--- src/rtl/spi_max_value_readout_ctrl.sv ---
// SPI read-out controller: decodes opcodes, snapshots cached channel peaks and hands them to the transmitter.
// Optional clear-on-read of the cache entry is built when SPI_MVC_CLEAR_ON_READ_EN is defined.
module spi_max_value_readout_ctrl #(
    parameter int          NUM_CHANNELS   = 4,
    parameter int          DATA_WIDTH     = 16,
    parameter logic [7:0]  OP_CODE_BASE   = 8'h41,
    parameter logic [7:0]  OP_CODE_ALL    = 8'h40,
    parameter int          TIMEOUT_CYCLES = 1024,
    localparam int         SEL_W          = $clog2(NUM_CHANNELS + 1)
) (
    input  logic                               clk,
    input  logic                               reset_b,
    input  logic [7:0]                         op_code,
    input  logic                               op_valid,
    input  logic [NUM_CHANNELS*DATA_WIDTH-1:0] max_values,
    input  logic                               tx_ready,
    output logic [DATA_WIDTH-1:0]              tx_data,
    output logic                               tx_valid,
    output logic [SEL_W-1:0]                   channel_sel,
    output logic [NUM_CHANNELS-1:0]            clear_req,
    output logic                               busy,
    output logic                               bad_op,
    output logic                               timeout
);

    localparam int CNT_W = $clog2(TIMEOUT_CYCLES);

    typedef enum logic [1:0] {
        IDLE    = 2'd0,
        CAPTURE = 2'd1,
        SEND    = 2'd2
    } state_t;

    state_t                 state_q, state_d;
    logic                   mode_all_q, mode_all_d;
    logic [CNT_W-1:0]       cnt_q, cnt_d;
    logic [SEL_W-1:0]       sel_q, sel_d;
    logic [DATA_WIDTH-1:0]  tx_data_q, tx_data_d;
    logic                   tx_valid_q, tx_valid_d;
    logic                   busy_q, busy_d;
    logic                   bad_op_q, bad_op_d;
    logic                   timeout_q, timeout_d;

    logic [8:0]             op_off;
    logic                   op_in_range;
    logic                   op_is_all;
    logic [DATA_WIDTH-1:0]  sel_value;

    // Nine-bit offset so opcodes below the base wrap to a large value and fall out of range.
    always_comb begin
        op_off      = {1'b0, op_code} - {1'b0, OP_CODE_BASE};
        op_in_range = (op_off < 9'(NUM_CHANNELS));
        op_is_all   = (op_code == OP_CODE_ALL);
    end

    always_comb begin
        sel_value = '0;
        for (int k = 0; k < NUM_CHANNELS; k++) begin
            if (sel_q == SEL_W'(k + 1)) begin
                sel_value = max_values[k*DATA_WIDTH +: DATA_WIDTH];
            end
        end
    end

    always_comb begin
        state_d    = state_q;
        mode_all_d = mode_all_q;
        cnt_d      = cnt_q;
        sel_d      = sel_q;
        tx_data_d  = tx_data_q;
        tx_valid_d = tx_valid_q;
        timeout_d  = 1'b0;
        // Opcodes arriving mid-transfer are rejected without disturbing it.
        bad_op_d   = op_valid && !((state_q == IDLE) && (op_in_range || op_is_all));

        case (state_q)
            IDLE: begin
                if (op_valid && op_in_range) begin
                    sel_d      = op_off[SEL_W-1:0] + SEL_W'(1);
                    mode_all_d = 1'b0;
                    state_d    = CAPTURE;
                end else if (op_valid && op_is_all) begin
                    sel_d      = SEL_W'(1);
                    mode_all_d = 1'b1;
                    state_d    = CAPTURE;
                end
            end
            CAPTURE: begin
                tx_data_d  = sel_value;
                tx_valid_d = 1'b1;
                cnt_d      = '0;
                state_d    = SEND;
            end
            SEND: begin
                if (tx_ready) begin
                    tx_valid_d = 1'b0;
                    if (mode_all_q && (sel_q < SEL_W'(NUM_CHANNELS))) begin
                        sel_d   = sel_q + SEL_W'(1);
                        state_d = CAPTURE;
                    end else begin
                        sel_d   = '0;
                        state_d = IDLE;
                    end
                end else if (cnt_q == CNT_W'(TIMEOUT_CYCLES - 1)) begin
                    timeout_d  = 1'b1;
                    tx_valid_d = 1'b0;
                    sel_d      = '0;
                    state_d    = IDLE;
                end else begin
                    cnt_d = cnt_q + CNT_W'(1);
                end
            end
            default: begin
                state_d = IDLE;
            end
        endcase

        busy_d = (state_d != IDLE);
    end

    always_ff @(posedge clk or negedge reset_b) begin
        if (!reset_b) begin
            state_q    <= IDLE;
            mode_all_q <= 1'b0;
            cnt_q      <= '0;
            sel_q      <= '0;
            tx_data_q  <= '0;
            tx_valid_q <= 1'b0;
            busy_q     <= 1'b0;
            bad_op_q   <= 1'b0;
            timeout_q  <= 1'b0;
        end else begin
            state_q    <= state_d;
            mode_all_q <= mode_all_d;
            cnt_q      <= cnt_d;
            sel_q      <= sel_d;
            tx_data_q  <= tx_data_d;
            tx_valid_q <= tx_valid_d;
            busy_q     <= busy_d;
            bad_op_q   <= bad_op_d;
            timeout_q  <= timeout_d;
        end
    end

`ifdef SPI_MVC_CLEAR_ON_READ_EN
    logic [NUM_CHANNELS-1:0] clear_req_q, clear_req_d;

    // Clear only on a completed handshake; an aborted transfer keeps its cached peak.
    always_comb begin
        clear_req_d = '0;
        if ((state_q == SEND) && tx_ready) begin
            for (int k = 0; k < NUM_CHANNELS; k++) begin
                if (sel_q == SEL_W'(k + 1)) begin
                    clear_req_d[k] = 1'b1;
                end
            end
        end
    end

    always_ff @(posedge clk or negedge reset_b) begin
        if (!reset_b) begin
            clear_req_q <= '0;
        end else begin
            clear_req_q <= clear_req_d;
        end
    end

    assign clear_req = clear_req_q;
`else
    assign clear_req = '0;
`endif

    assign tx_data     = tx_data_q;
    assign tx_valid    = tx_valid_q;
    assign channel_sel = sel_q;
    assign busy        = busy_q;
    assign bad_op      = bad_op_q;
    assign timeout     = timeout_q;

endmodule

--- config.mk ---
export PLATFORM = sky130hd
export DESIGN_NAME = spi_max_value_readout_ctrl
export DESIGN_NICKNAME = d
export VERILOG_FILES = /design/src/rtl/spi_max_value_readout_ctrl.sv
export SDC_FILE = /design/constraint.sdc
export NUM_CORES = 1
export LEC_CHECK = 0
export BUFFER_PORTS_ARGS = -buffer_cell sky130_fd_sc_hd__buf_2
export CORE_MARGIN = 3
export CORE_UTILIZATION = 35
export DETAILED_ROUTE_END_ITERATION = 12
export GPL_ROUTABILITY_DRIVEN = 0
export PLACE_DENSITY = 0.65
export SYNTH_ARGS = -nofsm -noshare
export SYNTH_HDL_FRONTEND = slang
export SYNTH_SLANG_ARGS = --single-unit
--- constraint.sdc ---
create_clock -name clk -period 1.9 [get_ports clk]
set_clock_uncertainty 0.15 [all_clocks]
set_input_delay 0.095 -clock clk [delete_from_list [all_inputs] [get_ports clk]]
set_output_delay 0.095 -clock clk [all_outputs]
set_load 0.02 [all_outputs]
==> results of run 1 <==
==> flip-flops by register name (all words and copies together) (netlist names) <==
signal       flops
cnt_q           10
busy             1
tx_valid         1
bad_op           1
tx_data         16
channel_sel      3
mode_all_q       1
state_q          2
timeout          1
==> cell usage after synthesis, types with 2 or more instances <==
master	instances	area, µm²
clkbuf_1	9	33.8
a221oi_1	16	140
o211ai_1	2	15.0
nand3_1	8	40.0
xor2_1	3	26.3
and3_1	4	25.0
a31oi_1	2	12.5
nand2_1	7	26.3
buf_4	5	37.5
nor3_1	19	95.1
mux2i_1	3	30.0
buf_2	2	10.0
o21ai_0	5	25.0
nor2_1	9	33.8
nand2b_1	2	12.5
and2_1	2	12.5
ha_1	8	100
nor2b_1	19	119
inv_1	8	30.0
xnor2_1	3	26.3
nor4_1	2	12.5
dfrtp_1	36	901
or3_1	2	12.5
a221o_1	16	160
a21oi_1	5	25.0
==> power by group through the flow <==
stage	clock network [mW]	registers [mW]	logic, mW
after floorplan	0	1.07	0.370
after global placement	0	0.959	0.784
after detailed placement	0	0.960	0.801
after CTS	0.584	0.948	0.960
after global routing	0.616	0.968	1.15
final	0.568	0.954	1.07
==> routing by layer <==
layer | share of wire | track usage
met4 | 0.020 | 0.0691
met3 | 0.047 | 0.0301
met5 | 0 | 0
met2 | 0.52 | 0.304
met1 | 0.41 | 0.244
==> through the flow <==
stage	cells	total power, mW	cell area [µm²]	hold slack [ns]
6_report	452	2.59	3680	0.0367
5_1_grt	452	2.73	3680	0.0674
2_1_floorplan	225	1.44	2310	-0.351
3_3_place_gp	411	1.74	3020	0.0164
3_5_place_dp	411	1.76	3020	0.0184
4_1_cts	442	2.49	3430	0.0548
==> critical path, delay by kind of cell, from the launching register on <==
kind                     cells  cell delay, ns
AO/OA/AOI/OAI                2            0.48
adder cells (fa/ha/maj)      1            0.23
buffers and inverters        1            0.20
flip-flops                   1            0.39
multiplexers                 1            0.30
AND/OR/NAND/NOR              1            0.08
==> worst max-delay path by stage <==
stage	startpoint	end	slack, ns
after CTS	channel_sel[0]	tx_data[13]	-0.004
after detailed placement	channel_sel[0]	tx_data[13]	-0.22
after floorplan	channel_sel[1]	tx_data[4]	0.0001
after global placement	channel_sel[0]	tx_data[8]	-0.18
final	cnt_q[1]	cnt_q[9]	-0.03
after global routing	channel_sel[1]	tx_data[1]	-0.07
==> kinds of logic (layout without fill, tap and decap cells) <==
family	count (synthesis)	after routing	synth area share
compound gates	58	58	0.223
xor+xnor	6	6	0.0239
fa+ha+maj	8	8	0.0455
buf+inv	24	176	0.0507
flops	36	36	0.410
mux	4	4	0.0188
other cells	1	4	0.00171
simple gates	85	85	0.227
==> cell type report <==
cell class | instances | share of cell area
inverter | 8 | 0.00817
tap | 75 | 0.0255
clock buffer | 6 | 0.0225
multi-input combinational | 165 | 0.399
clock inverter | 2 | 0.00272
sequential | 36 | 0.246
timing repair buffer | 160 | 0.296
==> repair_timing <==
item	4_1_cts	5_1_grt
setup endpoints to repair	16	23
hold endpoints to repair	53	0
pin swaps	7	20
buffers inserted	5	10
cloned	1	0
hold buffers	18	0
resized for setup	17	29
==> results.py, run 1 <==
metrics = {
    "outcome": {
        "status": "finished, violations left",
        "violations": "negative setup slack",
    },
    "global_route": {
        "grt_pass1_wl_um": 10900,
        "grt_pass1_vias": 2273,
        "grt_start_max_net_pins": 37,
        "grt_overflow": 0,
        "antenna_found_initial": 0,
        "grt_usage": 0.185,
    },
    "sta": {
        "setup_ws_ns": -0.0335,
        "hold_viol": 0,
        "fmax_mhz": 517,
        "period_needed_ns": 1.93,
        "worst_slew_pin_slew_ns": 0.542,
        "period_share": 1.02,
        "drv_slew": 0,
        "fin_setup_tns_ns": -0.0997,
        "relSlewSlack": 0.636,
        "setup_viol": 5,
        "rsz0062_at_grt": "true",
    },
    "min_path": {
        "holdPathEnd": "tx_data[7]",
        "hold_class": "input pin to flip-flop",
        "min_from": "max_values[39]",
        "hold_depth": 4,
    },
    "cts": {
        "clk_latency_ns": 0.29,
        "cts_max_path_buffers": 2,
        "cts.sinks": 36,
        "cts_tree": "done",
        "clock-root-buffer": "clkbuf_8",
        "clkTransAtPathRegs_ns": 0.08,
        "htreeDepth": 2,
        "cts_buffers": 5,
    },
    "worst_setup_path": {
        "path_cells": "ha_2 > nand3_4 > o41ai_4 > buf_4 > mux2_4 > a21o_1",
        "slowest_delay_ns": 0.39,
        "critical_path_class": "flip-flop to flip-flop",
        "cp-end-kind": "flip-flop",
        "r2r_cells": 6,
        "arrival_ns": 1.97,
        "cp_max_fo": 4,
        "r2r-end": "cnt_q[9]",
        "required_ns": 1.94,
        "cp_slowest_cell": "dfrtp_1",
        "r2r_slack_ns": -0.03,
        "r2r_start": "cnt_q[1]",
        "startpoint_type": "flip-flop",
    },
    "synthesis": {
        "ys_types": 50,
        "ys.warnings.count": 0,
        "synth_edf_count": 0,
        "synth.avg_cell_area_um2": 9.90,
        "ys_ff_latch": 36,
        "synth_cells": 222,
        "ys.flop_type": "dfrtp_1",
        "netlist_area_um2": 2200,
        "ys_async_sr_fraction": 1.00,
        "synth-seq-area-share": 0.410,
    },
    "finish": {
        "final_common_cell": "buf_2",
        "area_growth_pct": 67.3,
        "multi_input_area_um2": 1470,
        "layout_common_cells": "98 x buf_2, 33 x dfrtp_1, 32 x buf_4",
        "n_antenna_cell": 0,
        "nFillCells": 479,
        "finalNetCount": 460,
        "ff_latch_area_um2": 905,
        "drive_above_1_share": 0.509,
        "post-route-util": 0.614,
    },
    "pwr": {
        "sequentialPowerShare": 0.368,
        "powerDensity_nw_per_um2": 704,
        "p_int_mw": 1.74,
        "swShare": 0.328,
        "p_switching_mw": 0.849,
        "comb_power_share": 0.412,
        "power_frac_clock": 0.219,
        "leakagePower_nw": 1.74,
        "peakVddDrop_uv": 411,
    },
    "placement": {
        "port_buffers": 98,
        "place_ws_ns": -0.216,
        "place_hpwl_um": 4790,
    },
    "floorplan": {
        "io_pins": 103,
        "start_util": 0.367,
        "dieWidth_um": 85.3,
        "core-area_um2": 5990,
        "die_area_um2": 7270,
        "die_h_um": 85.3,
        "num_rows": 28,
    },
    "routing": {
        "ant_nets": 0,
        "via_count": 2369,
        "drc": 0,
        "drtIter0Drc": 114,
        "viasPerCell": 5.24,
        "wl_um": 7150,
        "wire_per_inst_um": 15.8,
        "drt_first_pass_iters": 4,
    },
    "job": {
        "cap_viol_max_count": 0,
    },
}
Note: power is estimated with default switching activity, not from simulation.
==> run 2, diff against run 1 <==
--- a/config.mk
+++ b/config.mk
@@ -8,9 +8,10 @@
 export BUFFER_PORTS_ARGS = -buffer_cell sky130_fd_sc_hd__buf_2
 export CORE_MARGIN = 3
 export CORE_UTILIZATION = 35
+export CTS_CLUSTER_SIZE = 12
 export DETAILED_ROUTE_END_ITERATION = 12
 export GPL_ROUTABILITY_DRIVEN = 0
-export PLACE_DENSITY = 0.65
+export PLACE_DENSITY = 0.63
 export SYNTH_ARGS = -nofsm -noshare
 export SYNTH_HDL_FRONTEND = slang
 export SYNTH_SLANG_ARGS = --single-unit
==> constraint.sdc (replaced) <==
create_clock -name clk -period 2.23 [get_ports clk]
set_clock_uncertainty 0.15 [all_clocks]
set_input_delay 0.1115 -clock clk [delete_from_list [all_inputs] [get_ports clk]]
set_output_delay 0.1115 -clock clk [all_outputs]
set_load 0.02 [all_outputs]
==> results.py, run 2 (synthesis gave the netlist of run 1 again) <==
metrics = {
    "cts": {
        "cts_buffers": 5,
        "clock-root-buffer": "clkbuf_8",
        "cts.sinks": 36,
        "cts_max_path_buffers": 2,
        "htreeDepth": 2,
        "clk_latency_ns": 0.29,
        "clkTransAtPathRegs_ns": 0.07,
        "cts_tree": "done",
    },
    "sta": {
        "drv_slew": 0,
        "setup_ws_ns": 0.170,
        "period_needed_ns": 2.06,
        "fmax_mhz": 486,
        "timing.hold.ws_ns": 0.0717,
        "setup_viol": 0,
        "relSlewSlack": 0.454,
        "rsz0062_at_grt": "false",
        "worst_slew_pin_slew_ns": 0.818,
        "fin_setup_tns_ns": 0,
        "period_share": 0.924,
        "hold_viol": 0,
    },
    "pwr": {
        "p_int_mw": 1.28,
        "total_power_mw": 1.90,
        "peakVddDrop_uv": 299,
        "sequentialPowerShare": 0.427,
        "power_frac_clock": 0.255,
        "p_switching_mw": 0.617,
        "powerDensity_nw_per_um2": 616,
        "comb_power_share": 0.317,
        "swShare": 0.325,
        "leakagePower_nw": 1.50,
    },
    "floorplan": {
        "dieWidth_um": 85.3,
        "start_util": 0.367,
        "io_pins": 103,
        "die_h_um": 85.3,
        "num_rows": 28,
        "die_area_um2": 7270,
        "core-area_um2": 5990,
    },
    "placement": {
        "place_hpwl_um": 4580,
        "place_ws_ns": -0.157,
        "port_buffers": 98,
        "dp_cells": 389,
        "place_area_um2": 2780,
    },
    "routing": {
        "drc": 0,
        "wire_per_inst_um": 15.4,
        "viasPerCell": 5.36,
        "ant_nets": 0,
        "drtIter0Drc": 151,
        "drt_first_pass_iters": 4,
        "via_count": 2226,
        "wl_um": 6380,
    },
    "min_path": {
        "hold_class": "input pin to flip-flop",
    },
    "finish": {
        "final_common_cell": "buf_2",
        "instances_no_fill": 415,
        "finalNetCount": 423,
        "drive_above_1_share": 0.356,
        "layout_common_cells": "98 x buf_2, 36 x dfrtp_1, 19 x nor3_1",
        "fin_area_um2": 3080,
        "n_antenna_cell": 0,
        "largest_reg_flops": 16,
        "area_growth_pct": 40.0,
        "post-route-util": 0.514,
    },
    "worst_setup_path": {
        "startpoint_type": "flip-flop",
        "path_cells": "inv_1 > ha_1 > nor3b_4 > a221oi_1 > nor3_1 > a221o_1",
        "required_ns": 2.31,
        "cp_num_buf_inv": 1,
        "cp-end-kind": "flip-flop",
        "arrival_ns": 2.14,
        "cp_top_family": "simple AND/OR/NAND/NOR gates",
        "slowest_delay_ns": 0.57,
        "cp_slowest_cell": "nor3b_4",
        "critical_path_class": "flip-flop to flip-flop",
        "cp_max_fo": 16,
    },
    "global_route": {
        "grt_pass1_wl_um": 10300,
        "grt_overflow": 0,
        "grt_start_max_net_pins": 37,
        "grt_pass1_vias": 2189,
        "grt_usage": 0.175,
        "antenna_found_initial": 0,
    },
    "job": {
        "cap_viol_max_count": 0,
    },
    "outcome": {
        "status": "finished, final reports clean",
    },
}
[run 2: power groups by stage]
| stage | sequential [mW] | combinational (mW) | clock (mW) |
|---|---|---|---|
| 5_1_grt | 0.824 | 0.657 | 0.526 |
| 3_3_place_gp | 0.821 | 0.565 | 0 |
| 6_report | 0.811 | 0.602 | 0.485 |
| 2_1_floorplan | 0.906 | 0.262 | 0 |
| 3_5_place_dp | 0.823 | 0.573 | 0 |
| 4_1_cts | 0.811 | 0.606 | 0.500 |
[run 2: final cells by class]
type                            count  area, µm²
Timing Repair Buffer              123        736
Clock inverter                      2       10.0
Inverter                            8       30.0
Tap cell                           75       93.8
Fill cell                         559       2910
Sequential cell                    36        901
Clock buffer                        6       82.6
Multi-Input combinational cell    165       1220
[run 2: final timing paths]
| kind | from | to | slack, ns | cells after the start |
|---|---|---|---|---|
| hold reg to reg | tx_data[9] | tx_data[9] | 0.36 | 1 |
| hold / removal | tx_ready | cnt_q[2] | 0.07 | 4 |
| setup / recovery | channel_sel[0] | tx_data[7] | 0.17 | 6 |
| setup reg to reg | channel_sel[0] | tx_data[7] | 0.17 | 6 |
| max in group asynchronous | reset_b | cnt_q[4] | 1.09 | 2 |
| min in group asynchronous | reset_b | tx_data[5] | 0.31 | 2 |
[run 2: worst register-to-register path: cells and delay by family (launching register included)]
kind                       cells  cell delay (ns)
and+or+nand+nor                2             0.78
adders and majority gates      1             0.24
buffers and inverters          1             0.08
AOI/OAI and AO/OA              2             0.35
DFF                            1             0.39
[run 2: layer usage]
layer | vias to the layer above | global-route usage | share of wire
li1 | 1077 | - | -
met1 | 1054 | 0.227 | 0.41
met2 | 80 | 0.287 | 0.51
met3 | 15 | 0.0301 | 0.054
met4 | 0 | 0.0734 | 0.026
met5 | - | 0 | 0
[run 2: repair_timing]
item / 4_1_cts / 5_1_grt
buffers inserted: 0 / 0
endpoints found under the setup margin: 16 / 2
hold buffers: 18 / 0
endpoints found under the hold margin: 53 / 0
resized for setup: 3 / 2
